## config.mk

```make
export PLATFORM = sky130hd
export DESIGN_NAME = key_input_conditioner
export DESIGN_NICKNAME = d
export VERILOG_FILES = /design/src/rtl/key_input_conditioner.sv
export SDC_FILE = /design/constraint.sdc
export NUM_CORES = 1
export LEC_CHECK = 0
export CAP_MARGIN = 10
export CELL_PAD_IN_SITES_DETAIL_PLACEMENT = 1
export CELL_PAD_IN_SITES_GLOBAL_PLACEMENT = 2
export CORE_MARGIN = 2
export CORE_UTILIZATION = 38
export CTS_CLUSTER_SIZE = 16
export DETAILED_ROUTE_END_ITERATION = 10
export PLACE_DENSITY_LB_ADDON = 0.1
export SLEW_MARGIN = 20
export SYNTH_ARGS = -nofsm -noshare
export SYNTH_HDL_FRONTEND = slang
export SYNTH_SLANG_ARGS = --single-unit
```

## constraint.sdc

```tcl
create_clock -name clk -period 5 [get_ports clk]
set_input_delay 1 -clock clk [delete_from_list [all_inputs] [get_ports clk]]
set_output_delay 1 -clock clk [all_outputs]
set_load 0.005 [all_outputs]
```

## src/rtl/key_input_conditioner.sv

```systemverilog
// ============================================================================
//  Module      : key_input_conditioner
//  Description : Synchronizes and debounces 13 note keys plus the mode and
//                octave buttons. The highest pressed key is encoded as a note
//                index with a change strobe. Mode and octave presses advance
//                wrapping counters.
//  Revision    : 1.0 - initial release
// ============================================================================
`default_nettype none

module key_input_conditioner #(
    parameter int SAMPLE_DIV  = 12000,
    parameter int DB_DEPTH    = 4,
    parameter int NUM_MODES   = 4,
    parameter int NUM_OCTAVES = 4
) (
    input  logic        clk,
    input  logic        reset,
    input  logic [12:0] pb_keys,
    input  logic        pb_mode,
    input  logic        pb_octave,
    output logic [12:0] keys_db,
    output logic [3:0]  note_idx,
    output logic        note_valid,
    output logic        note_chg,
    output logic [1:0]  mode,
    output logic [1:0]  octave,
    output logic        mode_pulse,
    output logic        octave_pulse
);

    // Input bit map: [12:0] note keys, [13] mode button, [14] octave button.
    localparam int                 c_NUM_IN    = 15;
    localparam int                 c_CNT_W     = $clog2(SAMPLE_DIV);
    localparam logic [c_CNT_W-1:0] c_TICK_LAST = c_CNT_W'(SAMPLE_DIV - 1);
    localparam logic [1:0]         c_MODE_LAST = 2'(NUM_MODES - 1);
    localparam logic [1:0]         c_OCT_LAST  = 2'(NUM_OCTAVES - 1);

    logic [c_NUM_IN-1:0] w_raw;
    logic [c_NUM_IN-1:0] r_sync1;
    logic [c_NUM_IN-1:0] r_sync2;
    logic [c_CNT_W-1:0]  r_tick_cnt;
    logic                w_tick;
    logic [DB_DEPTH-1:0] r_hist      [c_NUM_IN];
    logic [DB_DEPTH-1:0] w_hist_next [c_NUM_IN];
    logic [c_NUM_IN-1:0] r_db;
    logic [12:0]         r_keys_db;
    logic [3:0]          w_enc_idx;
    logic                w_enc_valid;
    logic [3:0]          r_note_idx;
    logic                r_note_valid;
    logic                r_note_chg;
    logic [1:0]          r_ctl_prev;
    logic                w_mode_press;
    logic                w_oct_press;
    logic [1:0]          r_mode;
    logic [1:0]          r_octave;
    logic                r_mode_pulse;
    logic                r_oct_pulse;

    assign w_raw = {pb_octave, pb_mode, pb_keys};

    // Two-flop synchronizer for every asynchronous button input.
    always_ff @(posedge clk) begin
        if (reset) begin
            r_sync1 <= '0;
            r_sync2 <= '0;
        end else begin
            r_sync1 <= w_raw;
            r_sync2 <= r_sync1;
        end
    end

    // Free-running sample divider; the tick marks its last count.
    always_ff @(posedge clk) begin
        if (reset) begin
            r_tick_cnt <= '0;
        end else if (r_tick_cnt == c_TICK_LAST) begin
            r_tick_cnt <= '0;
        end else begin
            r_tick_cnt <= r_tick_cnt + c_CNT_W'(1);
        end
    end

    assign w_tick = (r_tick_cnt == c_TICK_LAST);

    // Candidate history for each input: newest synced sample in the LSB.
    for (genvar g = 0; g < c_NUM_IN; g++) begin : g_hist
        assign w_hist_next[g] = {r_hist[g][DB_DEPTH-2:0], r_sync2[g]};
    end

    // On each tick, shift in a sample; the level moves only on a unanimous history.
    always_ff @(posedge clk) begin
        if (reset) begin
            r_hist <= '{default: '0};
            r_db   <= '0;
        end else if (w_tick) begin
            for (int i = 0; i < c_NUM_IN; i++) begin
                r_hist[i] <= w_hist_next[i];
                if (&w_hist_next[i]) begin
                    r_db[i] <= 1'b1;
                end else if (~|w_hist_next[i]) begin
                    r_db[i] <= 1'b0;
                end
            end
        end
    end

    // Highest set key wins; an empty key set encodes as index 0, invalid.
    always_comb begin
        w_enc_idx   = '0;
        w_enc_valid = 1'b0;
        for (int i = 0; i < 13; i++) begin
            if (r_keys_db[i]) begin
                w_enc_idx   = 4'(i);
                w_enc_valid = 1'b1;
            end
        end
    end

    // Key path registers: debounced levels, then encoded note with change strobe.
    always_ff @(posedge clk) begin
        if (reset) begin
            r_keys_db    <= '0;
            r_note_idx   <= '0;
            r_note_valid <= 1'b0;
            r_note_chg   <= 1'b0;
        end else begin
            r_keys_db    <= r_db[12:0];
            r_note_idx   <= w_enc_idx;
            r_note_valid <= w_enc_valid;
            r_note_chg   <= ({w_enc_valid, w_enc_idx} != {r_note_valid, r_note_idx});
        end
    end

    // A press is accepted on the debounced 0->1 transition only.
    assign w_mode_press = r_db[13] & ~r_ctl_prev[0];
    assign w_oct_press  = r_db[14] & ~r_ctl_prev[1];

    // Control path: edge history and wrapping mode/octave counters.
    always_ff @(posedge clk) begin
        if (reset) begin
            r_ctl_prev   <= '0;
            r_mode       <= '0;
            r_octave     <= '0;
            r_mode_pulse <= 1'b0;
            r_oct_pulse  <= 1'b0;
        end else begin
            r_ctl_prev   <= r_db[14:13];
            r_mode_pulse <= w_mode_press;
            r_oct_pulse  <= w_oct_press;
            if (w_mode_press) begin
                r_mode <= (r_mode == c_MODE_LAST) ? 2'd0 : r_mode + 2'd1;
            end
            if (w_oct_press) begin
                r_octave <= (r_octave == c_OCT_LAST) ? 2'd0 : r_octave + 2'd1;
            end
        end
    end

    assign keys_db      = r_keys_db;
    assign note_idx     = r_note_idx;
    assign note_valid   = r_note_valid;
    assign note_chg     = r_note_chg;
    assign mode         = r_mode;
    assign octave       = r_octave;
    assign mode_pulse   = r_mode_pulse;
    assign octave_pulse = r_oct_pulse;

endmodule

`default_nettype wire

```

==> results of run 1 <==
[kinds of logic (layout without fill, tap and decap cells)]
family	count (synthesis)	after routing	share of synthesized area, %
and+or+nand+nor	235	235	23.5
muxes	2	2	0.418
DFF	131	131	54.8
buffers and inverters	32	79	3.26
adders and majority gates	3	3	0.784
xor gates and xnor gates	14	14	2.56
AOI/OAI and AO/OA	105	105	14.8
[synthesized netlist by cell type, drive strengths merged]
library cell | n | area, sq um
dfxtp | 131 | 2620
xnor2 | 3 | 26.3
nor4b | 1 | 8.76
o21ai | 16 | 80.1
nand2 | 95 | 357
or4 | 2 | 18.8
nor3 | 5 | 25.0
clkbuf | 18 | 67.6
nor2 | 40 | 150
a21boi | 1 | 7.51
nor2b | 51 | 319
nor4 | 6 | 37.5
a311oi | 1 | 8.76
nand2b | 3 | 18.8
o211a | 1 | 10.0
and3 | 2 | 12.5
inv | 4 | 15.0
a21oi | 66 | 330
nand4 | 2 | 12.5
xor2 | 11 | 96.3
ha | 3 | 37.5
or4b | 1 | 10.0
o41ai | 14 | 228
mux2i | 2 | 20.0
a31oi | 2 | 12.5
nand3 | 21 | 105
nor3b | 3 | 22.5
a211oi | 2 | 15.0
buf | 10 | 73.8
and4 | 3 | 26.3
o31ai | 2 | 15.0
[area by class of cell]
class / instances / area [sq um]
clock buffers: 22 / 474
repair buffers: 43 / 423
clock inverters: 10 / 225
multi-input cells: 359 / 2020
inverters: 4 / 15.0
flip-flops and latches: 131 / 2620
fillers: 1417 / 6470
well taps: 172 / 215
[sequential cells by signal, indices dropped and copies added, names as in the netlist, 2 cells and up]
| register | flops |
|---|---|
| r_ctl_prev | 2 |
| octave | 2 |
| r_db | 15 |
| keys_db | 13 |
| r_hist | 45 |
| r_sync2 | 15 |
| note_idx | 4 |
| mode | 2 |
| r_sync1 | 15 |
| r_tick_cnt | 14 |
[per-layer routing]
layer  track usage, %  share of wire (%)
met3             5.66                2.7
met2             27.6                 49
met4             7.94                1.4
met5                0                  0
met1             20.5                 47
[per-stage QoR]
step                      cells  utilization [%]  power, mW  area, sq um  setup slack [ns]
after global routing        741             48.1       2.66         5990              2.33
after floorplan             522                -       1.11         4790              3.01
after detailed placement    709             42.5       1.13         5290              2.50
after CTS                   741             48.1       2.61         5990              2.40
final                       741             48.1       2.57         5990              2.43
after global placement      709             42.5       1.13         5290              2.56
[worst min path at each step]
stage / startpoint / to / cells after the start
final: r_ctl_prev[1] / octave_pulse / 1
after global routing: r_ctl_prev[0] / mode_pulse / 1
after CTS: r_ctl_prev[1] / octave_pulse / 1
after detailed placement: r_ctl_prev[0] / mode_pulse / 1
after global placement: r_ctl_prev[0] / mode_pulse / 1
after floorplan: r_ctl_prev[0] / mode_pulse / 1
[power breakdown]
part | leakage (nW) | total, mW | switching (mW) | internal, mW
clock network | 0.344 | 1.46 | 0.441 | 1.02
registers | 1.06 | 1.07 | 0.00741 | 1.06
logic | 0.637 | 0.0409 | 0.0217 | 0.0192
total | 2.04 | 2.57 | 0.471 | 2.10
==> reports/summary.txt, run 1 <==
port buffer count: 41
largest net degree at the start of global routing: 75
crit path to: keys_db[12]
ant diodes: 0
crit path kind: reg -> out
syn avg cell area: 9.18 sq um
R2R setup slack: 2.53 ns
Setup Buffers After CTS: 0
RSZ-0062 raised after global routing: no
CTS tree: yes
DRT Pass-1 Iters: 4
initial antenna violation count: 0
vias per cell: 4.95
CP startpoint: keys_db[12]
f_max: 0.389 GHz
leading cell type in the layout, fill and taps excluded: dfxtp_1
grt ovf: 0
cts repair resizes: 0
most frequent cells in the layout: 131 x dfxtp_1, 95 x nand2_1, 66 x a21oi_1
outcome: complete, no violations
number of DRC markers in iteration 0: 221
Core ar.: 0.0125 sq mm
worst reg2reg path endpoint: r_tick_cnt[9]
final hold vios: 0
top cell family by delay on the critical path: buffers and inverters
Rel. slew slack: 41.6%
Final period util: 51.4%
Yosys cell types: 35
Global Route Usage Sum: 17.0%
CP cell instances: clkdlybuf4s50_1
Yosys reg bits: 131
DRC Markers: 0
DRT Wirelength: 10.5 mm
Ports: 42
Fin Setup TNS: 0 ns
Clock Sink Count: 131
leak pwr: 2.04 nW
CP arrival: 1.57 ns
DRT antenna net count: 0
number of global-route vias before repair: 3688
slowest CP cell: clkdlybuf4s50_1
P&R area growth vs syn: 25.1%
Cells after Synth: 522
R2R depth: 4
post-layout min period: 2.57 ns
Clock Latency Late Sink: 0.42 ns
Min Hold Slack: 0.408 ns
Rows: 41
Die X: 116 um
hpwl dp: 6.43 mm
Worst EP required: 4.00 ns
yosys warns: 0
CTS root buf: clkbuf_16
register area share after synthesis: 54.8%
vias: 3670
Crit. End Element: output pin
htree depth: 4
Worst-Margin Slew: 0.876 ns
Mapped Area: 0.00479 sq mm
share of layout cells above drive strength 1: 8.61%
synthesized net count: 542
max cap viols: 0
Die Y: 116 um
per-cell routed wire length: 14.2 um
CTS max path bufs: 2
Max IR drop VDD: 0.219 mV
class of the worst hold path: reg -> reg
WP depth: 1
clk slew on worst S/H paths: 0.05 ns
Crit Reg-Reg Startpoint: r_tick_cnt[8]
CTS Hold Bufs: 0
starting density of the core: 38.4%
die area: 0.0135 sq mm
critical path launch point type: register
clock skew: 0.00916 ns
RePlAce Congestion: 0.728
max incr delay on CP: 0.60 ns
total CTS buffers: 17
first-pass GRT wire length: 17.6 mm
Worst Path Buf+Inv: 1
Max FO, Critical Path: 12
fin. max-slew vios: 0
Setup Viol. Count Final: 0
Nets: 576
power density cells: 429 mW/mm^2
(Power assumes the default switching activity.)
==> inputs of run 2 (changes only) <==
--- a/config.mk
+++ b/config.mk
@@ -9,7 +9,7 @@
 export CELL_PAD_IN_SITES_DETAIL_PLACEMENT = 1
 export CELL_PAD_IN_SITES_GLOBAL_PLACEMENT = 2
 export CORE_MARGIN = 2
-export CORE_UTILIZATION = 38
+export CORE_UTILIZATION = 35
 export CTS_CLUSTER_SIZE = 16
 export DETAILED_ROUTE_END_ITERATION = 10
 export PLACE_DENSITY_LB_ADDON = 0.1
==> constraint.sdc (replaced) <==
create_clock -name clk -period 2.7 [get_ports clk]
set_input_delay 0.54 -clock clk [delete_from_list [all_inputs] [get_ports clk]]
set_output_delay 0.54 -clock clk [all_outputs]
set_load 0.005 [all_outputs]
==> reports/summary.txt, run 2 (synthesized netlist as in run 1, its figures left out) <==
f_max: 0.474 GHz
number of global-route vias before repair: 3744 (+1.5%)
htree depth: 4 (unchanged)
DRC Markers: 0 (unchanged)
setup slack after layout: 0.591 ns (-1.84 ns)
Rel. slew slack: 52.8% (+11 points)
vias: 3682 (+0.33%)
per-cell routed wire length: 13.8 um (-2.3%)
CP cell instances: clkdlybuf4s50_1
crit path kind: reg -> out
Fin Setup TNS: 0 ns (unchanged)
hold endpoint: mode_pulse
Hold Path Cell Cnt: 1 (unchanged)
Worst EP required: 2.16 ns (-1.84 ns)
Biggest register: r_hist
Post-Place Setup Slack: 0.614 ns (-1.89 ns)
Worst Path Buf+Inv: 1 (unchanged)
hpwl dp: 6.75 mm (+5.1%)
CTS tree: yes
Setup Viol. Count Final: 0 (unchanged)
CTS root buf: clkbuf_16
RSZ-0062 raised after global routing: no
DRT antenna net count: 0 (unchanged)
first-pass GRT wire length: 17.7 mm (+0.71%)
Ports: 42 (unchanged)
max reg flops: 45 (unchanged)
CP arrival: 1.57 ns (about the same)
max incr delay on CP: 0.59 ns (about the same)
worst reg2reg path endpoint: r_db[2]
RePlAce Congestion: 0.725 (-0.49%)
post-layout min period: 2.11 ns
clk slew on worst S/H paths: 0.05 ns (about the same)
Setup Buffers After CTS: 0 (unchanged)
P&R area growth vs syn: 23.1%
leak pwr: 2.00 nW (-2.0%)
leading cell type in the layout, fill and taps excluded: dfxtp_1
Rows: 42 (+2.4%)
number of DRC markers in iteration 0: 186 (-16%)
Min Hold Slack: 0.399 ns (-0.00953 ns)
clock skew: 0.00817 ns (-0.000989 ns)
total CTS buffers: 17 (unchanged)
ant diodes: 0 (unchanged)
Core ar.: 0.0133 sq mm (+6.7%)
Die X: 121 um (+4.1%)
grt ovf: 0 (unchanged)
die area: 0.0146 sq mm (+8.3%)
outcome: complete, no violations
Crit. End Element: output pin
port buffer count: 41 (unchanged)
DRT Wirelength: 10.4 mm (-1.2%)
final hold vios: 0 (unchanged)
Clock Sink Count: 131 (unchanged)
cts repair resizes: 0 (unchanged)
CTS max path bufs: 2 (unchanged)
Global Route Usage Sum: 15.3% (-1.7 points)
fin. max-slew vios: 0 (unchanged)
most frequent cells in the layout: 131 x dfxtp_1, 95 x nand2_1, 66 x a21oi_1
Max FO, Critical Path: 12 (unchanged)
Final period util: 78.1%
max cap viols: 0 (unchanged)
initial antenna violation count: 0 (unchanged)
Crit Reg-Reg Startpoint: r_tick_cnt[5]
vias per cell: 4.91 (-0.88%)
Worst-Margin Slew: 0.702 ns (-0.175 ns)
Nets: 581 (+0.87%)
critical path launch point type: register
DRT Pass-1 Iters: 4 (unchanged)
slowest CP cell: clkdlybuf4s50_1
CTS Hold Bufs: 0 (unchanged)
power density cells: 703 mW/mm^2 (+64%)
largest net degree at the start of global routing: 74 (-1.3%)
total power: 4.14 mW (+61%)
R2R depth: 5 (+1)
HP Start: r_ctl_prev[0]
share of layout cells above drive strength 1: 8.89% (+0.27 points)
top cell family by delay on the critical path: buffers and inverters
Max IR drop VDD: 0.415 mV (+90%)
Die Y: 121 um (+4.1%)
Clock Latency Late Sink: 0.41 ns (about the same)
class of the worst hold path: reg -> reg
R2R setup slack: 0.59 ns (-1.94 ns)
starting density of the core: 36.0% (-2.4 points)
==> run 2: worst max-delay path by stage <==
stage	from	end	cells past startpoint
floorplan	r_tick_cnt[5]	r_db[10]	6
global placement	r_tick_cnt[5]	r_db[6]	5
detailed placement	r_tick_cnt[5]	r_db[7]	5
CTS	keys_db[12]	keys_db[12]	1
global route	r_tick_cnt[5]	r_db[10]	5
finish	keys_db[12]	keys_db[12]	1
==> run 2: per-layer routing <==
metal | track usage [%] | vias to the layer above | part of all wire, %
met4 | 7.34 | 0 | 1.8
met3 | 4.70 | 11 | 3.1
li1 | - | 1851 | -
met5 | 0 | - | 0
met1 | 18.9 | 1776 | 48
met2 | 24.2 | 44 | 47
==> run 2: stage by stage <==
stage | util [%] | area [sq um] | std cells
after global placement | 40.2 | 5350 | 718
after global routing | 44.3 | 5890 | 750
after detailed placement | 40.2 | 5350 | 718
final | 44.3 | 5890 | 750
after CTS | 44.3 | 5890 | 750
after floorplan | - | 4790 | 522
==> run 2: power breakdown <==
group          internal, mW  total [mW]  switching, mW
sequential             1.96        1.97         0.0137
combinational        0.0376      0.0776         0.0400
clock                  1.31        2.09          0.779
==> run 2: layout make-up <==
type / count / area (sq um)
fill: 1525 / 7400
multi-input combinational: 359 / 2020
timing repair buffer: 48 / 473
inverter: 4 / 15.0
clock buffer: 28 / 527
clock inverter: 4 / 20.0
sequential: 131 / 2620
tap: 176 / 220
